## src/rtl/run_sequencer_pkg.sv

```systemverilog
// run_seq_pkg: sequencer state encoding and default parameter values shared by the run_sequencer slice
package run_seq_pkg;
  typedef enum logic [2:0] {S_IDLE, S_LOAD, S_START, S_RUN, S_DRAIN, S_FIN} seq_state_t;
  localparam int DEF_AW        = 8;
  localparam int DEF_LOAD_BASE = 0;
  localparam int DEF_LOAD_LEN  = 64;
  localparam int DEF_RES_BASE  = 64;
  localparam int DEF_RES_LEN   = 32;
  localparam int DEF_START_CYC = 2;
  localparam int DEF_TIMEOUT   = 4095;
endpackage

```

## src/rtl/run_sequencer_if.sv

```systemverilog
// run_sequencer_if: host-side bundle of the sequencer (go, load stream, data-memory port, core start/done, result stream, status)
// master = sequencer side, slave = host/core/memory side
interface run_sequencer_if import run_seq_pkg::*; #(
  parameter int AW = DEF_AW
) ();
  logic          go;
  logic          ld_valid;
  logic [7:0]    ld_data;
  logic          ld_ready;
  logic          mem_own;
  logic          mem_wr_en;
  logic [AW-1:0] mem_addr;
  logic [7:0]    mem_wdata;
  logic [7:0]    mem_rdata;
  logic          core_start;
  logic          core_done;
  logic          res_valid;
  logic [7:0]    res_data;
  logic          res_ready;
  logic          busy;
  logic          timed_out;
  logic [15:0]   run_cycles;
  modport master (
    input  go, ld_valid, ld_data, mem_rdata, core_done, res_ready,
    output ld_ready, mem_own, mem_wr_en, mem_addr, mem_wdata, core_start,
           res_valid, res_data, busy, timed_out, run_cycles
  );
  modport slave (
    output go, ld_valid, ld_data, mem_rdata, core_done, res_ready,
    input  ld_ready, mem_own, mem_wr_en, mem_addr, mem_wdata, core_start,
           res_valid, res_data, busy, timed_out, run_cycles
  );
endinterface

```

## src/rtl/run_sequencer_beat_counter.sv

```systemverilog
// beat_counter: AW+1-bit beat index with clear/enable and a last-beat flag against len
// ports: clk, rst_n (async low), clr (wins over en), en, len (1..2^AW), idx (low AW bits), last (current beat is len-th)
module beat_counter import run_seq_pkg::*; #(
  parameter int AW = DEF_AW
) (
  input  logic          clk,
  input  logic          rst_n,
  input  logic          clr,
  input  logic          en,
  input  logic [AW:0]   len,
  output logic [AW-1:0] idx,
  output logic          last
);
  localparam logic [AW:0] ONE = (AW+1)'(1);
  logic [AW:0] cnt;
  always_ff @(posedge clk or negedge rst_n)
    if (!rst_n) cnt <= '0;
    else if (clr) cnt <= '0;
    else if (en) cnt <= cnt + ONE;
  assign idx  = cnt[AW-1:0];
  assign last = cnt == len - ONE;
endmodule

```

## src/rtl/run_sequencer.sv

```systemverilog
// run_sequencer: loads a byte image into core data memory, starts the core, times its run, then drains the result bytes
// ports: clk, rst_n (async low), bus (run_sequencer_if.master: go, ld_*, mem_*, core_start/done, res_*, busy, timed_out, run_cycles)
module run_sequencer import run_seq_pkg::*; #(
  parameter int AW        = DEF_AW,
  parameter int LOAD_BASE = DEF_LOAD_BASE,
  parameter int LOAD_LEN  = DEF_LOAD_LEN,
  parameter int RES_BASE  = DEF_RES_BASE,
  parameter int RES_LEN   = DEF_RES_LEN,
  parameter int START_CYC = DEF_START_CYC,
  parameter int TIMEOUT   = DEF_TIMEOUT
) (
  input  logic clk,
  input  logic rst_n,
  run_sequencer_if.master bus
);
  seq_state_t    state, nxt;
  logic [AW-1:0] idx;
  logic [AW:0]   len;
  logic          en, clr, last, done_ok, tmo;
  logic [15:0]   cyc_inc;
  // one counter serves load beats, start-hold cycles and drain beats
  assign len = state == S_LOAD  ? (AW+1)'(LOAD_LEN) :
               state == S_DRAIN ? (AW+1)'(RES_LEN)  : (AW+1)'(START_CYC);
  assign en  = state == S_LOAD  ? bus.ld_valid :
               state == S_DRAIN ? bus.res_ready : state == S_START;
  assign clr = state == S_IDLE || (en && last);
  beat_counter #(.AW(AW)) u_beat (
    .clk  (clk),
    .rst_n(rst_n),
    .clr  (clr),
    .en   (en),
    .len  (len),
    .idx  (idx),
    .last (last)
  );
  assign cyc_inc = &bus.run_cycles ? bus.run_cycles : bus.run_cycles + 16'd1;
  // run_cycles is still 0 on the first RUN cycle, where done is not yet trusted
  assign done_ok = bus.core_done && bus.run_cycles != 16'd0;
  assign tmo     = cyc_inc == 16'(TIMEOUT);
  always_ff @(posedge clk or negedge rst_n)
    if (!rst_n) state <= S_IDLE;
    else state <= nxt;
  always_comb begin
    nxt = state;
    case (state)
      S_IDLE:  nxt = bus.go ? S_LOAD : S_IDLE;
      S_LOAD:  nxt = en && last ? S_START : S_LOAD;
      S_START: nxt = last ? S_RUN : S_START;
      S_RUN:   nxt = done_ok || tmo ? S_DRAIN : S_RUN;
      S_DRAIN: nxt = en && last ? S_FIN : S_DRAIN;
      default: nxt = S_IDLE;
    endcase
  end
  always_ff @(posedge clk or negedge rst_n)
    if (!rst_n) begin
      bus.run_cycles <= '0;
      bus.timed_out  <= 1'b0;
    end else if (state == S_IDLE && bus.go) begin
      bus.run_cycles <= '0;
      bus.timed_out  <= 1'b0;
    end else if (state == S_RUN) begin
      bus.run_cycles <= cyc_inc;
      if (tmo && !done_ok) bus.timed_out <= 1'b1;
    end
  assign bus.ld_ready   = state == S_LOAD;
  assign bus.mem_wr_en  = state == S_LOAD && bus.ld_valid;
  assign bus.mem_addr   = state == S_DRAIN ? AW'(RES_BASE) + idx : AW'(LOAD_BASE) + idx;
  assign bus.mem_wdata  = bus.ld_data;
  assign bus.mem_own    = state != S_RUN;
  assign bus.core_start = state != S_RUN && state != S_DRAIN;
  assign bus.res_valid  = state == S_DRAIN;
  assign bus.res_data   = bus.mem_rdata;
  assign bus.busy       = state != S_IDLE;
endmodule

```

## src/flat_wrapper.sv

```systemverilog
// flat-port wrapper written by rule: the top's interface ports become plain ports
module run_sequencer_flat import run_seq_pkg::*;
#(
  parameter int AW        = DEF_AW,
  parameter int LOAD_BASE = DEF_LOAD_BASE,
  parameter int LOAD_LEN  = DEF_LOAD_LEN,
  parameter int RES_BASE  = DEF_RES_BASE,
  parameter int RES_LEN   = DEF_RES_LEN,
  parameter int START_CYC = DEF_START_CYC,
  parameter int TIMEOUT   = DEF_TIMEOUT
)
  (clk, rst_n, bus_go, bus_ld_valid, bus_ld_data, bus_mem_rdata, bus_core_done, bus_res_ready, bus_ld_ready, bus_mem_own, bus_mem_wr_en, bus_mem_addr, bus_mem_wdata, bus_core_start, bus_res_valid, bus_res_data, bus_busy, bus_timed_out, bus_run_cycles);
  run_sequencer_if #(.AW(AW)) bus_i ();
  input  logic clk;
  input  logic rst_n;
  input wire logic [$bits(bus_i.go)-1:0] bus_go;
  input wire logic [$bits(bus_i.ld_valid)-1:0] bus_ld_valid;
  input wire logic [$bits(bus_i.ld_data)-1:0] bus_ld_data;
  input wire logic [$bits(bus_i.mem_rdata)-1:0] bus_mem_rdata;
  input wire logic [$bits(bus_i.core_done)-1:0] bus_core_done;
  input wire logic [$bits(bus_i.res_ready)-1:0] bus_res_ready;
  output wire logic [$bits(bus_i.ld_ready)-1:0] bus_ld_ready;
  output wire logic [$bits(bus_i.mem_own)-1:0] bus_mem_own;
  output wire logic [$bits(bus_i.mem_wr_en)-1:0] bus_mem_wr_en;
  output wire logic [$bits(bus_i.mem_addr)-1:0] bus_mem_addr;
  output wire logic [$bits(bus_i.mem_wdata)-1:0] bus_mem_wdata;
  output wire logic [$bits(bus_i.core_start)-1:0] bus_core_start;
  output wire logic [$bits(bus_i.res_valid)-1:0] bus_res_valid;
  output wire logic [$bits(bus_i.res_data)-1:0] bus_res_data;
  output wire logic [$bits(bus_i.busy)-1:0] bus_busy;
  output wire logic [$bits(bus_i.timed_out)-1:0] bus_timed_out;
  output wire logic [$bits(bus_i.run_cycles)-1:0] bus_run_cycles;
  assign bus_i.go = bus_go;
  assign bus_i.ld_valid = bus_ld_valid;
  assign bus_i.ld_data = bus_ld_data;
  assign bus_i.mem_rdata = bus_mem_rdata;
  assign bus_i.core_done = bus_core_done;
  assign bus_i.res_ready = bus_res_ready;
  assign bus_ld_ready = bus_i.ld_ready;
  assign bus_mem_own = bus_i.mem_own;
  assign bus_mem_wr_en = bus_i.mem_wr_en;
  assign bus_mem_addr = bus_i.mem_addr;
  assign bus_mem_wdata = bus_i.mem_wdata;
  assign bus_core_start = bus_i.core_start;
  assign bus_res_valid = bus_i.res_valid;
  assign bus_res_data = bus_i.res_data;
  assign bus_busy = bus_i.busy;
  assign bus_timed_out = bus_i.timed_out;
  assign bus_run_cycles = bus_i.run_cycles;
  run_sequencer #(.AW(AW), .LOAD_BASE(LOAD_BASE), .LOAD_LEN(LOAD_LEN), .RES_BASE(RES_BASE), .RES_LEN(RES_LEN), .START_CYC(START_CYC), .TIMEOUT(TIMEOUT)) u_core (.clk(clk), .rst_n(rst_n), .bus(bus_i));
endmodule
```

## config.mk

```make
export PLATFORM = sky130hd
export DESIGN_NAME = run_sequencer_flat
export DESIGN_NICKNAME = d
export VERILOG_FILES = /design/src/rtl/run_sequencer_pkg.sv /design/src/rtl/run_sequencer_if.sv /design/src/rtl/run_sequencer_beat_counter.sv /design/src/rtl/run_sequencer.sv /design/src/flat_wrapper.sv
export SDC_FILE = /design/constraint.sdc
export NUM_CORES = 1
export LEC_CHECK = 0
export BUFFER_PORTS_ARGS = -buffer_cell sky130_fd_sc_hd__clkbuf_2
export CAP_MARGIN = 20
export CORE_MARGIN = 2
export CORE_UTILIZATION = 45
export DETAILED_ROUTE_END_ITERATION = 10
export PLACE_DENSITY = 0.74
export SKIP_LAST_GASP = 1
export SYNTH_ARGS = -nofsm -noshare
export SYNTH_HDL_FRONTEND = slang
export SYNTH_SLANG_ARGS = --single-unit
```

## constraint.sdc

```tcl
create_clock -name clk -period 2.9 [get_ports clk]
set_input_delay 0.58 -clock clk [delete_from_list [all_inputs] [get_ports clk]]
set_output_delay 0.58 -clock clk [all_outputs]
set_load 0.05 [all_outputs]
```

After elaboration in Yosys (flattened, before gate mapping)
Cells that the tools add are included.

storage, ports and cells
  word-level logic and storage cells = 52
  output and inout port bits = 47
  bits of input ports = 22
  register bits = 29

operators by class
  reductions and logical operators = 17
  eq/ne operators = 8
  $add $sub $neg = 4
  multiplexer cells = 19

operators by type and width
  operator               count
  $mux 16                3
  $mux 9                 3
  $add 16x1->16 const B  1
  $eq 16x12->1 const B   1
  $reduce_and 16->1      1
  $reduce_bool 16->1     1
  $pmux 3 s5             1
  $add 9x1->9 const B    1
  $eq 9x9->1             1
  $sub 9x1->9 const B    1
  $add 7x8->8 const A    1
  $mux 1                 8
  $mux 8                 1
  $eq 3x2->1 const B     2
  $logic_and 1x1->1      6
  $mux 6                 1
  $reduce_bool 2->1      3
  $eq 3x1->1 const B     1
  $eq 3x3->1 const B     1
  $logic_not 3->1        1
  $mux 3                 1
  $ne 3x2->1 const B     1
  $ne 3x3->1 const B     1
  $reduce_bool 3->1      1
  other kinds (4)        5

Longest topological paths before layout
  depth after elaboration = 8
  depth in mapped cells = 9
  gate-level depth less buffers = 8

Modules after synthesis
Synthesis repeated with hierarchy kept, for this count alone.

second synthesis, totals
  cell total of the unflattened synthesis = 308
  area, all modules = 2513.7 µm²

by module, submodules not included
  module         instances  seq. area each (µm²)  cells an instance  area each (µm²)
  run_sequencer  1          500.5                 211                1704.1
  beat_counter   1          225.2                 97                 809.5

Least setup slack after synthesis
No wires, ideal clock.

  path type = register to register
  start point = register u_core.state[0]
  end point = register u_core.u_beat.cnt[3]
  data arrival time = 3.053 ns
  setup time = 0.133 ns
  setup slack = -0.286 ns
  required time = 2.767 ns
  clock period less this slack = 3.186 ns
  cell stages (with the launch flop) = 8
  path buffers = 1
  path through = dfrtp_1 clkbuf_1 nor3b_1 nand2_1 inv_1 nor2_1 o21ai_1 nor2_1

on the way
  elaborated cells on any way between the ends = 14
  those cells by class = add/sub (1); eq/ne (4); mux (5); reduce/logical (4)

RTL lines
  element                                             line                              text
  from (decl)                                         run_sequencer.sv:16               seq_state_t state, nxt;
  from (signal assigned)                              run_sequencer.sv:42               else state <= nxt;
  $eq 3x1->1 (*)                                      -
  named net bus_ld_ready                              flat_wrapper.sv:22                output wire logic [$bits(bus_i.ld_ready)-1:0] bus_ld_ready;
  $mux 9                                              run_sequencer.sv:22               assign len = state == S_LOAD ? (AW+1)'(LOAD_LEN) :
  $sub 9x1->9                                         run_sequencer_beat_counter.sv:21  assign last = cnt == len - ONE;
  $eq 9x9->1                                          run_sequencer_beat_counter.sv:21
  $logic_and 1x1->1                                   run_sequencer.sv:26               assign clr = state == S_IDLE || (en && last);
  $logic_or 1x1->1                                    run_sequencer.sv:26
  $mux 9 / $reduce_bool 2->1 (equally long branches)  -
  to (signal assigned)                                run_sequencer_beat_counter.sv:19  else if (en) cnt <= cnt + ONE;
  to (decl)                                           run_sequencer_beat_counter.sv:15  logic [AW:0] cnt;

The timed path passes the listed nets; every way through them passes the cells marked *.
A chain may end at the register's enable or synchronous reset.

Worst setup path in the final report
  start point = register u_core.bus.run_cycles[0] (netlist name)
  end point = register u_core.bus.timed_out

on the way
  word-level cells in the longest chain between the ends = 6
  elaborated cells on any way between the ends = 10
  those cells by class = add/sub (1); eq/ne (1); mux (1); reduce/logical (7)

RTL lines
  element                                                 line                                      text
  from (decl)                                             run_sequencer_if.sv:26                    res_valid, res_data, busy, timed_out, run_cycles
  from (signal assigned)                                  run_sequencer.sv:62                       bus.run_cycles <= cyc_inc;
  $add 16x1->16, or another cell as far along             run_sequencer.sv:36                       assign cyc_inc = &bus.run_cycles ? bus.run_cycles : bus.run_cycles + 16'd1;
  $mux 16 / $logic_and 1x1->1 (equally long branches)     run_sequencer.sv:36, run_sequencer.sv:38
  $eq 16x12->1 / $logic_not 1->1 (equally long branches)  run_sequencer.sv:39, run_sequencer.sv:63
  $logic_and 1x1->1 (*)                                   run_sequencer.sv:63                       if (tmo && !done_ok) bus.timed_out <= 1'b1;
  $reduce_bool 2->1 (no source line) (*)                  -
  $reduce_and 2->1 (no source line) (*)                   -
  to (signal assigned)                                    run_sequencer.sv:57                       bus.timed_out <= 1'b0;
  to (signal assigned)                                    run_sequencer.sv:60                       bus.timed_out <= 1'b0;
  to (signal assigned)                                    run_sequencer.sv:63
  to (decl)                                               run_sequencer_if.sv:26

Mark *: on every way between the ends. The rest lies on a longest branch, timed or not.

==> summary.md <==
| Metric | Value |
|---|---|
| GPL Wtd Cong | `0.9001` |
| Final non-filler cell total | `324` |
| Reg clk slew, reported paths | `70 ps` |
| Fraction of layout cells with a size suffix above 1 | `20.74%` |
| Finish-stage setup viols | `0` |
| Hold WC Path Type | `input port to async pin` |
| H-tree Lvls | `2` |
| Detailed placer's ending HPWL | `3653 um` |
| Post-CTS Hold Fix Bufs | `0` |
| Io pins | `69` |
| Sw Share | `52.21%` |
| Latest clock arrival within the worst-skew pair | `280 ps` |
| Die width | `72.79 um` |
| Initial antenna violation count | `0` |
| Global route hottest layer | `met2` |
| Crit. End Element | `register` |
| Status | `finished clean` |
| Crit Path Class | `register to register` |
| Bufs and invs on worst path | `0` |
| Grt ovf | `0` |
| Core area | `0.004629 sq mm` |
| # Post-CTS Setup Buffers | `0` |
| RSZ-0062 raised after global routing | `no` |
| Critical path's slowest cell | `or4_1` |
| Clock Skew | `7.785 ps` |
| Router iterations before antenna repair | `4` |
| Root Buffer | `clkbuf_8` |
| Mapped Avg Cell Area | `8.351 sq um` |
| Vias per inst | `5.861` |
| Async SR Flop Fraction | `100.0%` |
| Seq pwr share | `32.2%` |
| Rows | `25` |
| Critical path depth in cells | `7` |
| CP arrival | `2590 ps` |
| R2R setup slack | `480 ps` |
| Cell Chain, Critical Path | `ha_1, nand4_2, or4_1, nand3_2, xnor2_1, and4_4, a22o_1` |
| Crit share post-route | `83.58%` |
| Starting Density | `46.00%` |
| Slew headroom | `53.27%` |
| Avg WL per Cell | `15.19 um` |
| Longest Clk Path Bufs | `2` |
| Switching power total | `1093 uW` |
| Final Hold Violating Endpoints | `0` |
| Crit-path leading delay family | `simple AND/OR/NAND/NOR gates` |
| Pwr dens | `920.6 mW/mm^2` |
| GR Layer Usage met3 | `4.282%` |
| Vias | `1,899` |
| Setup ws final | `476.1 ps` |
| Placed Cells | `316` |
| Cell Area, Synth | `0.002130 sq mm` |
| M1 GR Usage | `27.87%` |
| Cts repair resizes | `0` |
| Maximum clock frequency | `412.6 MHz` |
| Fin Hold WS | `331.2 ps` |
| P_int | `1001 uW` |
| Leakage power | `0.001008 uW` |
| Fin crit period | `2424 ps` |
| Power share of the clock group | `17.5%` |
| Peak VDD IR | `0.4225 mV` |
| Clk sink count | `29` |
| Post-synthesis instance total | `255` |
| Diodes inserted | `0` |
| Register area share after synthesis | `34.08%` |
| First-pass GRT wire length | `8369 um` |
| GR met2 Demand/Resource | `31.62%` |
| Slew @ Worst Pin | `701.0 ps` |
| Yosys cell types | `53` |
| Routed WL | `4921 um` |
| CTS tree | `done` |
| DRC violations left | `0` |
| Logic pwr share | `50.3%` |
| CP startpoint | `u_core.bus.run_cycles[0]$_DFFE_PN0P_` |
| EDFF count, synth | `0` |
| Area Overhead vs Synth | `6.815%` |
| Total GRT Usage | `20.32%` |
| Largest net degree at the start of global routing | `30` |
| Critical path destination | `u_core.bus.timed_out$_DFFE_PN0P_` |
| Startpoint Class | `register` |
| CTS Buf Count | `5` |
| Reg-to-reg endpoint | `u_core.bus.timed_out$_DFFE_PN0P_` |
| IO buf count | `36` |
| CP peak stage delay | `670 ps` |
| Most frequent cells in the layout | `clkbuf_2, dfrtp_1, nor2_1` |
| Vias in the first global route | `1,746` |
| Die footprint | `0.005298 sq mm` |
| Top_reg_cell synth | `dfrtp_1` |
| Flops & latches, synth | `29` |
| Pre-CTS setup slack | `518.9 ps` |
| Max Cap Viol | `0` |
| Syn Nets | `282` |
| Count of nets after finishing | `296` |
| Worst EP required | `3070 ps` |
| Commonest non-fill, non-tap cell in the layout | `clkbuf_2` |
| Die Y | `72.79 um` |
| Ys Warns | `0` |
| DR iter-0 viols | `108` |
| Pins Over Slew Limit | `0` |
| Total negative slack | `0 ps` |
| Reg2Reg Depth | `7` |
| Worst reg2reg startpoint | `u_core.bus.run_cycles[0]$_DFFE_PN0P_` |
| Crit-path max FO | `8` |
| DRT antenna net count | `0` |
## sequential cells by signal, indices dropped and copies added, names as in the netlist
signal / cells
u_core.bus.run_cycles: 16
u_core.state: 3
u_core.bus.timed_out: 1
u_core.u_beat.cnt: 9
## final cells by class
cell class	count	area [sq um]
clock buffer	7	96.34
clock inverter	1	5.005
fill	464	2355
inverter	14	52.55
multi-input combinational	181	1132
sequential	29	725.7
tap	54	67.56
timing repair buffer	38	195.2
## routing by layer
metal  share of wire (%)  vias up
met2                  47       69
li1                    -      923
met1                  45      899
met4                 1.7        0
met3                 6.3        8
met5                   0        -
## per-stage QoR
stage	util, %	total power, uW	instance area (sq um)
detailed placement	46.95	1730	2173
CTS	49.14	2103	2275
global route	49.14	2232	2275
global placement	46.95	1715	2173
finish	49.14	2094	2275
floorplan	-	1567	2135
## worst min path at each step
stage                                startpoint                                    to  cells past startpoint
6_report                                  rst_n      u_core.u_beat.cnt[4]$_DFFE_PN0P_                      1
3_5_place_dp   u_core.bus.timed_out$_DFFE_PN0P_      u_core.bus.timed_out$_DFFE_PN0P_                      1
4_1_cts                                   rst_n      u_core.u_beat.cnt[4]$_DFFE_PN0P_                      1
5_1_grt                                   rst_n      u_core.u_beat.cnt[3]$_DFFE_PN0P_                      1
3_3_place_gp   u_core.bus.timed_out$_DFFE_PN0P_      u_core.bus.timed_out$_DFFE_PN0P_                      1
2_1_floorplan                             rst_n  u_core.bus.run_cycles[0]$_DFFE_PN0P_                      0
## synthesized netlist by cell type (3+ instances only)
| cell | number | share of area (%) |
|---|---|---|
| nand2_1 | 20 | 3.5 |
| a31oi_1 | 4 | 1.2 |
| nor2b_1 | 4 | 1.2 |
| o2111ai_1 | 3 | 1.2 |
| and2_1 | 3 | 0.88 |
| o21ai_0 | 19 | 4.5 |
| ha_1 | 5 | 2.9 |
| nand4_1 | 6 | 1.8 |
| nor3_1 | 5 | 1.2 |
| nor3b_1 | 3 | 1.1 |
| buf_4 | 22 | 7.8 |
| o22ai_1 | 3 | 0.88 |
| a21oi_1 | 13 | 3.1 |
| and3_1 | 5 | 1.5 |
| inv_1 | 13 | 2.3 |
| nor4_1 | 6 | 1.8 |
| clkbuf_1 | 3 | 0.53 |
| nand3_1 | 8 | 1.9 |
| nor2_1 | 27 | 4.8 |
| and4_1 | 4 | 1.6 |
| dfrtp_1 | 29 | 34 |
| xnor2_1 | 9 | 3.7 |
## power groups by stage
stage | Sequential, uW | Clock (uW) | Combinational [uW]
2_1_floorplan | 812 | 0 | 755
3_3_place_gp | 671 | 0 | 1040
3_5_place_dp | 676 | 0 | 1050
4_1_cts | 671 | 375 | 1060
5_1_grt | 699 | 390 | 1140
6_report | 674 | 367 | 1050
## worst reg2reg max path, stage by stage (launching register included)
cell and delay, ps:
dfrtp_1 460, ha_1 320, nand4_2 200, or4_1 670, nand3_2 160, xnor2_1 90, and4_4 200, a22o_1 210
## kinds of logic (layout without fill, tap and decap cells)
| kind of cell | Yosys count | after routing | share of synthesized area, % |
|---|---|---|---|
| simple gates | 107 | 107 | 28.14 |
| compound gates | 56 | 56 | 16.39 |
| buf+inv | 45 | 60 | 12.98 |
| flops | 29 | 29 | 34.08 |
| xor+xnor | 11 | 11 | 4.524 |
| fa+ha+maj | 5 | 5 | 2.938 |
| mux | 2 | 2 | 0.9401 |
(Power assumes the default switching activity.)
